### src/rtl/debounce_pkg.sv
// debounce_pkg: default parameters shared by the debounce array and its channels,
// plus the auto-repeat counter width helper (used when DEBOUNCE_REPEAT_EN is defined).
package debounce_pkg;

    localparam int CH_DEFAULT           = 4;
    localparam int DEPTH_DEFAULT        = 4;
    localparam int DIV_BITS_DEFAULT     = 19;
    localparam int REPEAT_TICKS_DEFAULT = 64;

    // Counter must be able to hold the value REPEAT_TICKS itself.
    function automatic int rpt_width(input int ticks);
        return $clog2(ticks + 1);
    endfunction

endpackage

### src/rtl/debounce_onepulse_array_channel.sv
// debounce_channel: one button channel. 2-flop synchroniser, DEPTH-bit sample
// shift register clocked by the shared tick, debounced level and one-cycle
// rise/fall pulses. Optional auto-repeat on rise (macro DEBOUNCE_REPEAT_EN).
// Ports: clk, rst_n (async, active low), tick (sample strobe), in (raw),
//        level (debounced), rise / fall (one-clk pulses).
module debounce_channel
    import debounce_pkg::*;
#(
    parameter int DEPTH        = DEPTH_DEFAULT,
    parameter int REPEAT_TICKS = REPEAT_TICKS_DEFAULT
) (
    input  logic clk,
    input  logic rst_n,
    input  logic tick,
    input  logic in,
    output logic level,
    output logic rise,
    output logic fall
);

    logic             sync1_q, sync1_d;
    logic             sync2_q, sync2_d;
    logic [DEPTH-1:0] sh_q, sh_d, sh_next;
    logic             level_q, level_d;
    logic             rise_q, rise_d;
    logic             fall_q, fall_d;

`ifdef DEBOUNCE_REPEAT_EN
    localparam int RW = rpt_width(REPEAT_TICKS);
    logic [RW-1:0] rpt_q, rpt_d, rpt_inc;
`endif

    always_comb begin
        sync1_d = in;
        sync2_d = sync1_q;
        sh_next = {sh_q[DEPTH-2:0], sync2_q};
        sh_d    = sh_q;
        level_d = level_q;
        rise_d  = 1'b0;
        fall_d  = 1'b0;
`ifdef DEBOUNCE_REPEAT_EN
        rpt_d   = rpt_q;
        rpt_inc = rpt_q + 1'b1;
`endif
        if (tick) begin
            sh_d = sh_next;
            // Decide on the freshly shifted window, same edge.
            if ((&sh_next) && !level_q) begin
                level_d = 1'b1;
                rise_d  = 1'b1;
            end else if (~(|sh_next) && level_q) begin
                level_d = 1'b0;
                fall_d  = 1'b1;
            end
        end
`ifdef DEBOUNCE_REPEAT_EN
        // Counter only runs while the level is, and stays, high; this keeps
        // repeat pulses off the accept edge and off any fall.
        if (!level_q || !level_d) begin
            rpt_d = '0;
        end else if (tick) begin
            if (rpt_inc == RW'(REPEAT_TICKS)) begin
                rise_d = 1'b1;
                rpt_d  = '0;
            end else begin
                rpt_d = rpt_inc;
            end
        end
`endif
    end

    always_ff @(posedge clk or negedge rst_n) begin
        if (!rst_n) begin
            sync1_q <= 1'b0;
            sync2_q <= 1'b0;
            sh_q    <= '0;
            level_q <= 1'b0;
            rise_q  <= 1'b0;
            fall_q  <= 1'b0;
        end else begin
            sync1_q <= sync1_d;
            sync2_q <= sync2_d;
            sh_q    <= sh_d;
            level_q <= level_d;
            rise_q  <= rise_d;
            fall_q  <= fall_d;
        end
    end

`ifdef DEBOUNCE_REPEAT_EN
    always_ff @(posedge clk or negedge rst_n) begin
        if (!rst_n) begin
            rpt_q <= '0;
        end else begin
            rpt_q <= rpt_d;
        end
    end
`endif

    assign level = level_q;
    assign rise  = rise_q;
    assign fall  = fall_q;

endmodule

### src/rtl/debounce_onepulse_array.sv
// debounce_onepulse_array: CH-channel push-button conditioner. Shared prescaler
// produces a one-clk sample tick every 2^DIV_BITS clocks; each channel is a
// debounce_channel. Optional auto-repeat: define DEBOUNCE_REPEAT_EN.
// Ports: clk, rst_n (async, active low), in[CH] (raw), level[CH],
//        rise[CH], fall[CH] (one-clk pulses), tick (sample strobe).
module debounce_onepulse_array
    import debounce_pkg::*;
#(
    parameter int CH           = CH_DEFAULT,
    parameter int DEPTH        = DEPTH_DEFAULT,
    parameter int DIV_BITS     = DIV_BITS_DEFAULT,
    parameter int REPEAT_TICKS = REPEAT_TICKS_DEFAULT
) (
    input  logic          clk,
    input  logic          rst_n,
    input  logic [CH-1:0] in,
    output logic [CH-1:0] level,
    output logic [CH-1:0] rise,
    output logic [CH-1:0] fall,
    output logic          tick
);

    logic [DIV_BITS-1:0] cnt_q, cnt_d;

    always_comb begin
        cnt_d = cnt_q + 1'b1;
    end

    always_ff @(posedge clk or negedge rst_n) begin
        if (!rst_n) begin
            cnt_q <= '0;
        end else begin
            cnt_q <= cnt_d;
        end
    end

    // Tick is the all-ones counter state; zero in reset since cnt_q clears.
    assign tick = &cnt_q;

    for (genvar g = 0; g < CH; g++) begin : g_ch
        debounce_channel #(
            .DEPTH       (DEPTH),
            .REPEAT_TICKS(REPEAT_TICKS)
        ) u_ch (
            .clk  (clk),
            .rst_n(rst_n),
            .tick (tick),
            .in   (in[g]),
            .level(level[g]),
            .rise (rise[g]),
            .fall (fall[g])
        );
    end

endmodule

### config.mk
export PLATFORM = sky130hd
export DESIGN_NAME = debounce_onepulse_array
export DESIGN_NICKNAME = d
export VERILOG_FILES = /design/src/rtl/debounce_pkg.sv /design/src/rtl/debounce_onepulse_array_channel.sv /design/src/rtl/debounce_onepulse_array.sv
export SDC_FILE = /design/constraint.sdc
export NUM_CORES = 1
export LEC_CHECK = 0
export BUFFER_PORTS_ARGS = -buffer_cell sky130_fd_sc_hd__buf_4
export CORE_MARGIN = 8
export CORE_UTILIZATION = 58
export CTS_BUF_LIST = sky130_fd_sc_hd__clkbuf_16
export CTS_CLUSTER_SIZE = 20
export DETAILED_ROUTE_END_ITERATION = 10
export GPL_TIMING_DRIVEN = 0
export MAX_ROUTING_LAYER = met4
export PLACE_DENSITY = 0.78
export SLEW_MARGIN = 30
export SYNTH_ARGS = -nofsm -noshare
export SYNTH_HDL_FRONTEND = slang
export SYNTH_SLANG_ARGS = --single-unit
export TNS_END_PERCENT = 30
### constraint.sdc
create_clock -name clk -period 2.73 [get_ports clk]
set_clock_uncertainty 0.2 [all_clocks]
set_input_delay 0.4095 -clock clk [delete_from_list [all_inputs] [get_ports clk]]
set_output_delay 0.4095 -clock clk [all_outputs]
set_load 0.02 [all_outputs]
==> results.yml <==
power_and_ir_drop:
  internal-power_mw: 1.098
  combPwrFrac: 0.017
  p_sw_frac: 0.1885
  power.density_nw_per_um2: 541.8
  p_leak_nw: 1.288
  seqPwrFrac: 0.565
  p_clk_frac: 0.418
  worst_ir_drop_vdd_uv: 382.7
  total_power_mw: 1.353
  power_switching_uw: 255.1
die:
  core_um2: 3633
  fp.dieW_um: 77
  initial_utilization: 0.5940
  io_pins: 19
  fp.dieArea_um2: 5929
  die_y_um: 77
  num_rows: 22
routing:
  wl_per_cell_um: 14.54
  route.detailed.drc: 0
  drt-vias-per-instance: 5.494
  first_pass_iters: 4
  drt_iter0_drc: 59
  postRouteWirelength_um: 3416
  ant_nets: 0
  route.vias.total: 1291
timing:
  finalCriticalPeriod_ns: 2.522
  finalSetupViolCount: 0
  tns_ns: 0
  period_share: 0.9240
  rsz0062_at_grt: "no"
  relSlewSlack: 0.5939
  fmax_ghz: 0.3964
  slew_violations: 0
  hold_viol: 0
  worst_slew_pin_slew_ns: 0.6092
synth:
  netlist_instances: 161
  syn-cell-area_um2: 2158
  synth_warnings: 0
  syn_nets: 168
  synth_most_common_cell: "dfrtp_1"
  synth.avg_cell_area_um2: 13.41
  seq_area_frac_synth: 0.5913
  synth_cell_types: 26
  synth_ff_type: "dfrtp_1"
  synth_edf_count: 0
  netlist_top_cells_count: "dfrtp_1, buf_4, nand3_1, mux2_4, xnor2_1"
  synth_top_cell_by_area: "dfrtp_1"
  yosys.area.top_type_share: 0.5913
  yosys-top-cells-area: "dfrtp_1, mux2_4, buf_4"
  ys_ff_latch: 51
  ys_async_sr_fraction: 1.000
setup_path:
  ff2ff_path_depth: 5
  rrSetupSlack_ns: 0.66
  start_kind: "register"
  crit_type: "register to primary output"
  critPathCaptureType: "primary output"
  path_max_fanout: 10
  cp.arrival_ns: 1.91
  crit_chain: "and4_4 -> nand4_4 -> or3_4 -> buf_6 -> inv_1 -> buf_4"
  critPathMaxStageDelay_ns: 0.42
  regToRegEndpoint: "g_ch[0].u_ch.level"
  required_ns: 2.12
  cp_top_family: "simple AND/OR/NAND/NOR gates"
  r2r_start: "cnt_q[4]"
  crit_slowest_cell: "dfrtp_1"
  path_buf_inv: 3
layout:
  diodes: 0
  syn_to_final_growth_pct: 15.71
  drive_gt1_frac: 0.3048
  multi_input_area_um2: 739.5
  n_fill_cell: 260
  nets: 194
  seqCellArea_um2: 1276
clock_network:
  ctsHtreeMaxLevel: 2
  cts_tree: "built"
  cts.sinks: 51
  numCtsBuffers: 5
  clkTransAtPathRegs_ns: 0.06
  clockBufferDepth: 2
  clk_latency_ns: 0.28
  root_buffer: "clkbuf_16"
hold_path:
  hold_path.class: "input port to register"
  worst_hold_startpoint: "in[0]"
  min_to: "g_ch[0].u_ch.sync1_q"
  hold_depth: 1
placed_design:
  portBuffers: 18
  dp_hpwl_um: 2454
  gp_congestion: 0.7376
global_routing:
  grt_first_pass_wirelength_um: 6154
  grt_max_degree: 52
  grt_usage: 0.1305
  grt_pass1_vias: 1356
  antenna_found_initial: 0
  gr-total-overflow: 0
run:
  max_cap_violations: 0
outcome:
  status: "completed"
[power groups by stage]
stage / clock network [mW] / registers, mW / logic (mW)
finish: 0.565 / 0.765 / 0.0229
global route: 0.612 / 0.765 / 0.0275
global placement: 0 / 0.778 / 0.0220
detailed placement: 0 / 0.779 / 0.0234
floorplan: 0 / 0.778 / 0.00297
CTS: 0.580 / 0.765 / 0.0243
[how the worst max path moves through the flow]
| stage | start | endpoint | depth (start not counted) |
|---|---|---|---|
| 6_report | cnt_q[12] | tick | 6 |
| 5_1_grt | cnt_q[0] | tick | 6 |
| 4_1_cts | cnt_q[12] | tick | 6 |
| 3_5_place_dp | cnt_q[12] | tick | 6 |
| 3_3_place_gp | cnt_q[12] | tick | 6 |
| 2_1_floorplan | cnt_q[12] | tick | 5 |
[what timing repair did]
| action | in CTS | in global routing |
|---|---|---|
| hold buffers | 1 | 0 |
| buffers inserted | 0 | 0 |
| resized for setup | 0 | 0 |
| endpoints found under the hold margin | 51 | 0 |
[cell type report]
type,count,share of cell area
Sequential cell,51,0.5110
Multi-Input combinational cell,88,0.2961
Timing Repair Buffer,19,0.05812
Clock buffer,5,0.05010
Buffer,15,0.04659
Tap cell,48,0.02405
Inverter,7,0.01052
Clock inverter,2,0.003507
[cells by family (layout without fill, tap and decap cells)]
kind of cell	after synthesis	count (layout)	synth area share
flip-flops	51	51	0.5913
AND/OR/NAND/NOR	50	50	0.1536
buffers and inverters	22	48	0.06609
XOR/XNOR	17	17	0.06898
multiplexers	12	12	0.08174
AO/OA/AOI/OAI	8	8	0.03246
adder cells (fa/ha/maj)	1	1	0.005796
[stage by stage]
step | area, um^2 | setup slack (ns) | instances | hold WS [ns] | util
floorplan | 2158 | 0.6794 | 161 | -0.08609 | -
global placement | 2354 | 0.5387 | 227 | 0.1335 | 0.6477
detailed placement | 2354 | 0.5076 | 227 | 0.1370 | 0.6477
CTS | 2497 | 0.1903 | 235 | 0.02708 | 0.6873
global route | 2497 | 0.1074 | 235 | 0.02094 | 0.6873
finish | 2497 | 0.2076 | 235 | 0.03362 | 0.6873
[routing by layer]
| metal | track usage | part of all wire | vias to the layer above |
|---|---|---|---|
| li1 | - | - | 603 |
| met1 | 0.1441 | 0.39 | 640 |
| met2 | 0.2107 | 0.54 | 42 |
| met3 | 0.05594 | 0.068 | 6 |
| met4 | 0.03774 | 0.0094 | 0 |
| met5 | - | 0 | - |
[sequential cells by signal (all words and copies together), names as in the netlist]
signal / flops
g_ch.u_ch.sync2_q: 4
g_ch.u_ch.level: 4
g_ch.u_ch.sh_q: 12
g_ch.u_ch.sync1_q: 4
cnt_q: 19
g_ch.u_ch.fall: 4
g_ch.u_ch.rise: 4
[placed cells by master (no fill, tap or decap), types with 2 or more instances in the layout]
cell type and n:
nor4b_2 4, buf_6 2, or3_1 4, dfrtp_1 51
inv_1 7, nand4_1 3, o22a_1 4, nor4_1 4
xor2_1 7, nand2_1 4, nor2_1 5, and4_1 2
o31a_1 4, nor3_1 7, buf_4 30, nand3_1 12
xnor2_1 10, clkbuf_16 5, mux2_4 11
(Power assumes the default switching activity.)
